--- config.mk ---
export PLATFORM = sky130hd
export DESIGN_NAME = branch_predict_unit
export DESIGN_NICKNAME = d
export VERILOG_FILES = /design/src/rtl/branch_pkg.sv /design/src/rtl/bht_bimodal.sv /design/src/rtl/branch_predict_unit.sv
export SDC_FILE = /design/constraint.sdc
export NUM_CORES = 1
export LEC_CHECK = 0
export CELL_PAD_IN_SITES_DETAIL_PLACEMENT = 1
export CELL_PAD_IN_SITES_GLOBAL_PLACEMENT = 2
export CORE_UTILIZATION = 30
export DETAILED_ROUTE_END_ITERATION = 12
export HOLD_SLACK_MARGIN = 0.06
export PLACE_DENSITY = 0.86
export RECOVER_POWER = 50
export SETUP_SLACK_MARGIN = 0.4
export SLEW_MARGIN = 40
export SYNTH_ARGS = -nofsm -noshare
export SYNTH_HDL_FRONTEND = slang
export SYNTH_HIERARCHICAL = 1
export SYNTH_SLANG_ARGS = --single-unit
export TNS_END_PERCENT = 5
--- constraint.sdc ---
create_clock -name clk -period 3 [get_ports clk]
set_input_delay 0.45 -clock clk [delete_from_list [all_inputs] [get_ports clk]]
set_output_delay 0.45 -clock clk [all_outputs]
set_load 0.005 [all_outputs]
--- src/rtl/branch_pkg.sv ---
// Shared branch-op encodings, BHT counter constants and branch target helper.
package branch_pkg;

  typedef enum logic [2:0] {
    BR_NONE = 3'b000,
    BR_BNE  = 3'b001,
    BR_J    = 3'b010,
    BR_JR   = 3'b011,
    BR_BEQ  = 3'b100,
    BR_BLEZ = 3'b101,
    BR_BGTZ = 3'b110,
    BR_JAL  = 3'b111
  } brop_e;

  localparam logic [1:0] CTR_WNT = 2'b01;
  localparam logic [1:0] CTR_MAX = 2'b11;

  function automatic logic [31:0] branch_target(input logic [31:0] pc4,
                                                input logic [15:0] off);
    return pc4 + {{14{off[15]}}, off, 2'b00};
  endfunction

endpackage

--- src/rtl/bht_bimodal.sv ---
// Bimodal table of 2-bit saturating counters: one combinational read port
// (returns the pre-update value on a same-index collision) and one update port.
module bht_bimodal
  import branch_pkg::*;
#(
  parameter int unsigned DEPTH = 64
) (
  input  logic                     clk,
  input  logic                     rst_n,
  input  logic [$clog2(DEPTH)-1:0] rd_idx,
  output logic                     rd_taken,
  input  logic                     upd_en,
  input  logic [$clog2(DEPTH)-1:0] upd_idx,
  input  logic                     upd_taken
);

  logic [1:0] ctr [DEPTH];

  assign rd_taken = ctr[rd_idx][1];

  always_ff @(posedge clk or negedge rst_n) begin
    if (!rst_n) begin
      for (int unsigned i = 0; i < DEPTH; i++) begin
        ctr[i] <= CTR_WNT;
      end
    end else if (upd_en) begin
      if (upd_taken && ctr[upd_idx] != CTR_MAX) begin
        ctr[upd_idx] <= ctr[upd_idx] + 2'd1;
      end else if (!upd_taken && ctr[upd_idx] != 2'b00) begin
        ctr[upd_idx] <= ctr[upd_idx] - 2'd1;
      end
    end
  end

endmodule

--- src/rtl/branch_predict_unit.sv ---
// Registered branch resolution with bimodal prediction, redirect/link outputs
// and saturating performance counters.
module branch_predict_unit
  import branch_pkg::*;
#(
  parameter int unsigned BHT_DEPTH = 64,
  parameter int unsigned CNT_W     = 32
) (
  input  logic             clk,
  input  logic             rst_n,
  input  logic [31:0]      i_f_pc,
  output logic             o_f_pred_taken,
  input  logic             i_r_valid,
  input  logic             i_r_stall,
  input  logic [31:0]      i_r_pc,
  input  logic [2:0]       i_r_brop,
  input  logic [31:0]      i_r_a,
  input  logic [31:0]      i_r_b,
  input  logic [15:0]      i_r_offset,
  input  logic [25:0]      i_r_target,
  input  logic             i_r_pred_taken,
  output logic             o_redirect_valid,
  output logic [31:0]      o_redirect_pc,
  output logic             o_link_valid,
  output logic [31:0]      o_link_pc,
  output logic [CNT_W-1:0] o_branch_cnt,
  output logic [CNT_W-1:0] o_mispredict_cnt
);

  localparam int unsigned IDX = $clog2(BHT_DEPTH);

  brop_e       op;
  logic [31:0] pc4;
  logic [31:0] target;
  logic        taken;
  logic        cond;
  logic        accept;
  logic        active;
  logic        mispredict;
  logic        unused_bits;

  assign op          = brop_e'(i_r_brop);
  assign pc4         = i_r_pc + 32'd4;
  assign unused_bits = ^{i_f_pc[31:IDX+2], i_f_pc[1:0]};

  always_comb begin
    taken  = 1'b0;
    cond   = 1'b0;
    target = branch_target(pc4, i_r_offset);
    case (op)
      BR_BNE:  begin cond = 1'b1; taken = (i_r_a != i_r_b); end
      BR_BEQ:  begin cond = 1'b1; taken = (i_r_a == i_r_b); end
      BR_BLEZ: begin cond = 1'b1; taken = ($signed(i_r_a) <= 0); end
      BR_BGTZ: begin cond = 1'b1; taken = ($signed(i_r_a) > 0); end
      BR_J, BR_JAL: begin taken = 1'b1; target = {pc4[31:28], i_r_target, 2'b00}; end
      BR_JR:   begin taken = 1'b1; target = i_r_a; end
      default: ;
    endcase
  end

  // The slot right after a redirect is the wrong path, so it is never accepted.
  assign accept = i_r_valid & ~i_r_stall & ~o_redirect_valid;
  assign active = accept & (op != BR_NONE);
  // Fetch cannot know the JR register value, so JR always redirects.
  assign mispredict = active & ((taken != i_r_pred_taken) | (op == BR_JR));

  bht_bimodal #(.DEPTH(BHT_DEPTH)) u_bht (
    .clk       (clk),
    .rst_n     (rst_n),
    .rd_idx    (i_f_pc[IDX+1:2]),
    .rd_taken  (o_f_pred_taken),
    .upd_en    (accept & cond),
    .upd_idx   (i_r_pc[IDX+1:2]),
    .upd_taken (taken)
  );

  always_ff @(posedge clk or negedge rst_n) begin
    if (!rst_n) begin
      o_redirect_valid <= 1'b0;
      o_redirect_pc    <= '0;
      o_link_valid     <= 1'b0;
      o_link_pc        <= '0;
      o_branch_cnt     <= '0;
      o_mispredict_cnt <= '0;
    end else begin
      o_redirect_valid <= mispredict;
      o_link_valid     <= accept & (op == BR_JAL);
      if (mispredict) begin
        o_redirect_pc <= taken ? target : pc4;
      end
      if (accept && op == BR_JAL) begin
        o_link_pc <= i_r_pc + 32'd8;
      end
      if (active && o_branch_cnt != '1) begin
        o_branch_cnt <= o_branch_cnt + 1'b1;
      end
      if (mispredict && o_mispredict_cnt != '1) begin
        o_mispredict_cnt <= o_mispredict_cnt + 1'b1;
      end
    end
  end

endmodule

# Word level (Yosys, flattened, before mapping)
# Index checks and enable logic that the tools add are counted.
# totals
regBits	258
output_inout_bits	131
# op_classes
n_addsub	7
order_cmp	5
eq_ne	13
mux	16
n_bitwise	11
n_reduce_logical	14
# op_table
cell	count
bitwise mux 128 bit	2
two-way mux 128 bit	2
adder 32 x 1 -> 32 bit (second input constant)	2
inequality test 32 bit (second input constant)	2
one-hot mux 32 bit (2 select lines)	1
adder 32 x 3 -> 32 bit (second input constant)	1
adder 32 bit	1
adder 32 x 4 -> 32 bit (second input constant)	1
== test 32 bit	1
greater-than comparator 32 x 1 -> 1 bit (second input constant)	1
less-or-equal comparator 32 x 1 -> 1 bit (second input constant)	1
two-way mux 32 bit	1
inequality test 32 bit	1
binary-select mux 2 bit (select 6 bit)	2
>= comparator 7 bit (second input constant)	2
NOT 6 -> 7 bit	2
demux 2 bit (select 6 bit)	1
== test 3 bit (second input constant)	4
two-way mux 2 bit	5
less-than comparator 7 x 1 -> 1 bit (second input constant)	1
bitwise AND 1 bit	6
== test 3 x 2 -> 1 bit (second input constant)	2
logical AND 1 bit	6
one-hot mux 1 bit (5 select lines)	1
15 further kinds	17

# Logic depth before layout (Yosys ltp)
# Gate-level depths: netlist (run 1).
# logic_depth
depth_word	8
depth_mapped	18

# By module
# The synthesis (run 1) kept the hierarchy.
# by_module_without_submodules
mod	cells_per_inst	instances	seq_area_each_um2	area_each_um2
branch_predict_unit	1111	1	3253.1	9496.6
bht_bimodal	560	1	3283.1	7056.8

# Least setup slack after synthesis (run 1)
# Ideal clock, no wire load.
# synth_timing
kind	input to register
startpoint	in i_r_pc[3]
endpoint	reg o_redirect_pc[28]
t_arrival_ps	3790
t_required_ps	2918
path_buffers	0
cell_stages	14
setup_slack_ps	-872
path_cell_list	ha_1 -> nand3_1 -> or4_4 -> nor3_2 -> nand2_1 -> xnor2_1 -> ha_1 -> a21o_1 -> a21o_1 -> a211oi_1 -> o21ai_0 -> o31a_1 -> a21o_1 -> a31oi_1
# synth_between
elab_chain_cells	4
# synth_lines
item	line_no	text
from (decl)	branch_predict_unit.sv:15	input logic [31:0] i_r_pc,
adder 32 x 3 -> 32 bit *	branch_predict_unit.sv:43	assign pc4 = i_r_pc + 32'd4;
adder 32 bit	branch_pkg.sv:20	return pc4 + {{14{off[15]}}, off, 2'b00};
one-hot mux 32 bit (2 select lines)	branch_predict_unit.sv:50	case (op)
two-way mux 32 bit *	branch_predict_unit.sv:89	o_redirect_pc <= taken ? target : pc4;
to (signal assigned)	branch_predict_unit.sv:89	
to (decl)	branch_predict_unit.sv:23	output logic [31:0] o_redirect_pc,
# Mark *: on every way between the ends. The rest lies on a longest branch, timed or not.
# A chain may end at the register's enable or synchronous reset.

# Final worst setup path (run 1)
# layout_timing
startpoint	reg u_bht/ctr[95] in the netlist's numbering
endpoint	reg u_bht/ctr[93] in the netlist's numbering
# layout_between
elab_chain_cells	7
word_cells_on_any_way	15
# layout_lines
item	line_no	text
from (decl)	bht_bimodal.sv:17	logic [1:0] ctr [DEPTH];
from (signal, indexed assignment)	bht_bimodal.sv:28	ctr[upd_idx] <= ctr[upd_idx] + 2'd1;
from (signal, indexed assignment)	bht_bimodal.sv:30	ctr[upd_idx] <= ctr[upd_idx] - 2'd1;
binary-select mux 2 bit (select 6 bit) *	--	
two-way mux 2 bit (not written as such) * (2 in series)	--	
subtractor 2 x 1 -> 2 bit, or another cell as far along	bht_bimodal.sv:30	
bitwise mux 128 bit, or another cell as far along	bht_bimodal.sv:30	
two-way mux 128 bit or nonzero test 2 bit (tied branches)	--	
two-way mux 128 bit or AND reduction 2 bit (tied branches)	--	
# Mark *: on every way between the ends. The rest lies on a longest branch, timed or not. The select of a mux whose other input is x is not followed.

==> impl_results.md, run 1 <==
* Sequential share of the synthesized area at 0.395
* Buf+Inv Stages, Crit Path at 2
* Distinct cells, synth at 83
* Pwr Total at ~12 mW
* Hold crit path type: in2reg
* Hpwl dp at 56.4 mm
* Via-to-Cell Ratio at 5.44
* P&R area growth vs syn at 58.2%
* Sequential cell area at approximately 6500 µm²
* Finished Layout Cells at between 3000 and 4000
* Seq cells post-synth at 258
* DRC errors left at 0
* Leakage at approximately 11 nW
* Final hold violation count at 0
* Crit path DAT at just under 4 ns
* Core area at roughly 54000 µm²
* Clock share of power at 0.353
* Critical Path Max Stage Delay at 0.45 ns
* TNS Setup at -51.53 ns
* Setup ws final at -0.508 ns
* Mapped Area at between 15000 and 20000 µm²
* Dpl ws at -1.32 ns
* RSZ-0062 raised after global routing: true
* Post-route design area at roughly 26000 µm²
* # clock sinks at around 260
* Setup violations, final at 141
* Initial antenna violation count at 4
* Worst-path clk slew at 0.05 ns
* Via count at approximately 17000
* Worst-margin pin slew at ~2.5 ns
* Row count at between 80 and 90
* Top cell type's share of synthesized area at 0.293
* Pre-Repair DR Iteration Count at 5
* NumNets Final at about 2600
* Crit-path max FO at 5
* Fin crit share at 1.17
* Ys async rst share at 1.00
* Cell-internal power at approximately 8.4 mW
* Reg2reg start: u_bht/ctr[95]
* Slew headroom at -0.646
* Routability cong. at 0.985
* Worst setup path class: reg2reg
* Syn Nets at ~1900
* CP delay by family, top: simple AND/OR/NAND/NOR gates
* Hold WS at about 0.24 ns
* IO Pins at 309
* Initial Utilization at 0.306
* Total GRT Usage at 0.264
* Required time of the critical path at 3.44 ns
* Largest cells by area after synthesis: dfrtp_1 (29%), dfstp_2 (10%), mux2_2 (9.2%)
* Final wirelength at between 70 and 80 mm
* Htree depth at 2
* Worst setup path start: u_bht/ctr[95]
* Share of cells above drive strength 1 at 0.419
* Initial DRC count at ~920
* Gate Count Post-Synth at about 1700
* Max Freq at between 200 and 300 MHz
* Largest area contributor in the netlist: dfrtp_1
* Die ar. at 56100 µm²
* Setup crit end kind: register
* Clk_skew at approximately 0.04 ns
* Die width at 237 µm
* Most used DFF post-synth: dfrtp_1
* Post-DRT Antenna Nets at 0
* VDD IR max at 321 µV
* Fin util at 0.484
* CP Launch Type: register
* Placed Area at 23500 µm²
* Failing checks: capacitance limit, slew limit, setup timing
* Grt total ovfl at 0
* Placed cell count at ~3000
* Vias in the first global route at approximately 19000
* Syn Area/Cell at around 10 µm²
* Share of power burned in registers at 0.353
* Slowest CP cell: mux4_2
* Hold Crit Start: i_r_pc[3]
* DIE HEIGHT at ~240 µm
* Max cap viols at 1
* WL per Instance at 24.0 µm
* Number of synthesized flops with an enable pin at 0
* Final Max Slew Viols at 87
* P_sw at 3.77 mW
* Largest net degree at the start of global routing at just under 90
* Cell Pwr Density at between 400 and 500 nW/µm²
* Later-pin clock latency in the skew report at 0.56 ns
* CTS Root Cell: clkbuf_16
* Commonest non-fill, non-tap cell in the layout: buf_4
* Footprint of the multi-input gates at around 11000 µm²
* Fillers at 5978
* Combinational power share at 0.295
* Status: finished with violations
* First-pass GRT wire length at roughly 110 mm
* YS warnings at 6
* Post-layout min period at 3.51 ns
* Crit path cell chain: mux4_2 -> nor3b_2 -> a31oi_1 -> o21ai_1 -> a211oi_2 -> nand3_2 -> ha_4 -> nor2b_4 -> o21bai_4 -> buf_6 -> nand3b_1 -> nor3b_2 -> buf_6 -> nand2_1 -> mux2_2
* Sw frac at 0.310
* CTS max path bufs at 3
* Commonest cells after routing, fill and taps aside: buf_4 (432), clkdlybuf4s50_1 (217), dfrtp_1 (192)
* Clock buffers created by TritonCTS at 35
* Port bufs at between 200 and 300
* CTS tree: built
final timing paths:
path                             endpoint  cells past startpoint  slack (ns)
max                         u_bht/ctr[93]                     15       -0.51
min                          o_link_pc[4]                      4        0.24
max reg2reg                 u_bht/ctr[93]                     15       -0.51
min reg2reg                  o_link_pc[2]                      2        0.49
max in group asynchronous       async pin                      3        0.10
min in group asynchronous  u_bht/ctr[113]                      2        1.16
worst min-delay path: stages:
cell and delay (ns):
buf_8 0.10, ha_4 0.12, nand2_1 0.05, nand2_1 0.05
cells in the mapped netlist, drive strengths merged (3+ instances only):
cell type,n
dfrtp,194
nand2,191
mux2,144
nor2,110
xnor2,94
o21ai,87
xor2,72
nand3,69
a21oi,66
dfstp,64
nand4,55
clkbuf,49
ha,41
buf,38
mux2i,37
nor3,28
mux4,27
and3,24
nor4,24
inv,20
and2,16
a211oi,15
a22oi,15
a221oi,13
a31oi,13
o22ai,13
a21o,12
nand2b,12
o21a,12
nor3b,10
nor2b,9
o21bai,9
and4,8
nand3b,8
o211ai,7
a211o,6
or4,6
a2111oi,5
a222oi,5
a22o,5
or2,5
or3,5
o31ai,4
a221o,3
nor4b,3
timing repair:
item,CTS,global route
endpoints found under the hold margin,62,0
gates cloned,2,0
setup buffers,31,2
setup endpoints to repair,194,202
hold buffers,1,0
resized for setup,314,86
pin swaps,72,37
power by group through the flow:
stage	clock (mW)	combinational (mW)	sequential, mW
finish	4.29	3.59	4.29
floorplan	0	1.24	4.23
detailed placement	0	3.30	4.32
global route	4.53	3.81	4.34
global placement	0	3.21	4.31
CTS	4.40	3.50	4.28
layer usage:
metal / vias to the layer above / share of wire / track usage
met5: - / 0.00027 / 0
met4: 4 / 0.052 / 0.126
met3: 187 / 0.050 / 0.0414
met2: 568 / 0.49 / 0.453
met1: 8629 / 0.40 / 0.321
li1: 7514 / - / -
cells by family after synthesis:
logic type | Yosys count | share of synthesized area
buf+inv | 107 | 0.0316
mux | 208 | 0.157
xor+xnor | 167 | 0.0892
flops | 258 | 0.395
compound gates | 302 | 0.118
fa+ha+maj | 42 | 0.0322
simple gates | 587 | 0.176
final cells by class:
class | count | area share
diodes | 3 | 0.000287
clock inverters | 11 | 0.00483
repair buffers | 762 | 0.256
flip-flops and latches | 258 | 0.250
inverters | 20 | 0.00315
multi-input cells | 1306 | 0.413
clock buffers | 51 | 0.0397
well taps | 696 | 0.0333
Power figures use the tool's default switching activity.
==> run 2: changes to the inputs <==
--- a/config.mk
+++ b/config.mk
@@ -9,10 +9,12 @@
 export CELL_PAD_IN_SITES_GLOBAL_PLACEMENT = 2
 export CORE_UTILIZATION = 30
 export DETAILED_ROUTE_END_ITERATION = 12
+export GPL_TIMING_DRIVEN = 0
 export HOLD_SLACK_MARGIN = 0.06
 export PLACE_DENSITY = 0.86
 export RECOVER_POWER = 50
 export SETUP_SLACK_MARGIN = 0.4
+export SKIP_CTS_REPAIR_TIMING = 1
 export SLEW_MARGIN = 40
 export SYNTH_ARGS = -nofsm -noshare
 export SYNTH_HDL_FRONTEND = slang
==> impl_results.md, run 2 (same netlist as run 1, synthesis figures left out) <==
* CTS Root Cell: clkbuf_16
* Crit-path max FO at 11 (+6)
* Slew headroom at 0.0773 (+0.723)
* Pre-Repair DR Iteration Count at 8 (+3)
* Largest net degree at the start of global routing at 72 (-17%)
* Htree depth at 2 (unchanged)
* Grt total ovfl at 0 (unchanged)
* Met1 WL at 29.0 mm (-3.6%)
* First-pass GRT wire length at 103 mm (-9.1%)
* Fin crit share at 1.21 (+0.0378)
* Vias in the first global route at 16271 (-12%)
* Commonest non-fill, non-tap cell in the layout: dfrtp_1
* Worst setup path class: in2reg
* Worst setup path start: i_r_b[23]
* Later-pin clock latency in the skew report at 0.56 ns (about the same)
* Setup violations, final at 161 (+14%)
* Final wirelength at 69.7 mm (-6.6%)
* Met2 Wirelength at 34.4 mm (-6.9%)
* Final Max Slew Viols at 0 (-100%)
* Hold Crit Start: i_r_pc[3]
* Status: finished with violations
* Fillers at 5939 (-0.65%)
* Setup crit end kind: register
* CTS max path bufs at 3 (unchanged)
* Post-DRT Antenna Nets at 0 (unchanged)
* IO Pins at 309 (unchanged)
* Finished Layout Cells at 2752 (-11%)
* Hold crit path type: in2reg
* CTS tree: built
* Metal3 WL at 3.99 mm (+6.9%)
* Buf+Inv Stages, Crit Path at 5 (+3)
* Initial antenna violation count at 2 (-2)
* Final hold violation count at 0 (unchanged)
* Via-to-Cell Ratio at 5.62 (+3.4%)
* Required time of the critical path at 3.43 ns (about the same)
* Share of cells above drive strength 1 at 0.267 (-0.152)
* Placed cell count at 2643 (-12%)
* Hpwl dp at 52.5 mm (-6.8%)
* Commonest cells after routing, fill and taps aside: dfrtp_1 (193), nand2_1 (179), clkdlybuf4s50_1 (173)
* Port bufs at 273 (-3.2%)
* Max Freq at 276 MHz (-3.1%)
* Worst-path clk slew at 0.06 ns (about the same)
* VDD IR max at 346 µV (+7.8%)
* Failing checks: setup timing
* Core area at 54100 µm² (unchanged)
* RSZ-0062 raised after global routing: true
* Die width at 237 µm (unchanged)
* Initial DRC count at 1109 (+20%)
* Worst-margin pin slew at 1.38 ns (-1.08 ns)
* Slowest CP cell: clkdlybuf4s50_1
* Most used cell, CP: buf_12
* CP Launch Type: input pin
* Critical Path Max Stage Delay at 0.42 ns (-0.03 ns)
* Cell Pwr Density at 492 nW/µm² (+5.9%)
* Post-layout min period at 3.62 ns (+0.113 ns)
* R2R setup slack at -0.50 ns (about the same)
* Pwr Total at 11.3 mW (-7.1%)
* Clk_skew at 0.0468 ns (+0.00599 ns)
* Crit path cell chain: clkdlybuf4s50_1 -> xor2_1 -> nor4_2 -> nand4_1 -> o21a_1 -> or3_4 -> inv_4 -> buf_12 -> nor2b_4 -> o21bai_4 -> nand3b_1 -> buf_6 -> nor3b_4 -> buf_12 -> nand2_1 -> mux2_2
* Routability cong. at 0.916 (-7.0%)
* Crit path DAT at 4.05 ns (+0.10 ns)
* Clock buffers created by TritonCTS at 35 (unchanged)
* Leakage at 9.68 nW (-15%)
* Reg2reg start: u_bht/ctr[87]
* P&R area growth vs syn at 38.7%
* DRC errors left at 0 (unchanged)
* NumNets Final at 2249 (-14%)
* Uppermost layer routed: met4
* Die ar. at 56100 µm² (unchanged)
* Row count at 85 (unchanged)
* Initial Utilization at 0.306 (unchanged)
* Max cap viols at 0 (-1)
* Setup ws final at -0.621 ns (-0.113 ns)
* DIE HEIGHT at 237 µm (unchanged)
* WL per Instance at 25.3 µm (+5.5%)
* Total GRT Usage at 0.241 (-0.0221)
* CP delay by family, top: simple AND/OR/NAND/NOR gates
* TNS Setup at -70.28 ns (-18.75 ns)
* Via count at 15477 (-8.4%)
* # clock sinks at 258 (unchanged)
==> run 2: cell types whose count changed in the layout (fill, tap and decap cells not counted), moves of 8 or more <==
cell,before,now
a21oi_2,17,8
dlymetal6s2s_1,1,36
dlygate4sd3_1,1,55
clkbuf_1,8,45
clkdlybuf4s50_1,217,173
nor2_2,26,17
buf_12,17,9
clkbuf_2,3,17
nand2_2,26,9
buf_4,432,43
nor2_1,70,81
nand3_2,10,2
dlygate4sd2_1,37,0
nand2_1,161,179
==> run 2: final timing paths <==
| path | endpoint | cells after the start |
|---|---|---|
| max | u_bht/ctr[93] | 16 |
| min | o_link_pc[3] | 2 |
| max reg2reg | u_bht/ctr[93] | 15 |
| min reg2reg | o_link_pc[0] | 2 |
| max in group asynchronous | o_branch_cnt[23] | 5 |
| min in group asynchronous | u_bht/ctr[65] | 2 |
==> run 2: stage by stage <==
| step | area, µm² | worst slack (ns) | hold WS (ns) | utilization |
|---|---|---|---|---|
| 2_1_floorplan | 16800 | -0.382 | 0.154 | - |
| 3_3_place_gp | 20400 | -9.85 | 0.468 | 0.376 |
| 3_5_place_dp | 20500 | -2.31 | 0.395 | 0.378 |
| 4_1_cts | 21600 | -1.76 | -0.211 | 0.399 |
| 5_1_grt | 23000 | -0.675 | 0.130 | 0.424 |
| 6_report | 23000 | -0.621 | 0.147 | 0.424 |
==> run 2: power by group <==
group	switching, mW	internal [mW]
sequential	0.344	3.93
combinational	1.55	1.41
clock	1.66	2.41
==> run 2: layer usage <==
layer | vias to the layer above | global-route usage
li1 | 6845 | -
met1 | 7934 | 0.312
met2 | 581 | 0.412
met3 | 117 | 0.0366
met4 | 0 | 0.0779
met5 | - | 0
==> run 2: area by class of cell <==
cell class | instances | area [µm²] | area share
clock inverters | 8 | 85.1 | 0.00370
inverters | 20 | 85.1 | 0.00370
flip-flops and latches | 258 | 6540 | 0.285
well taps | 696 | 871 | 0.0379
multi-input cells | 1306 | 10500 | 0.456
diodes | 2 | 5.00 | 0.000218
plain buffers | 87 | 663 | 0.0289
clock buffers | 54 | 1010 | 0.0439
repair buffers | 321 | 3240 | 0.141
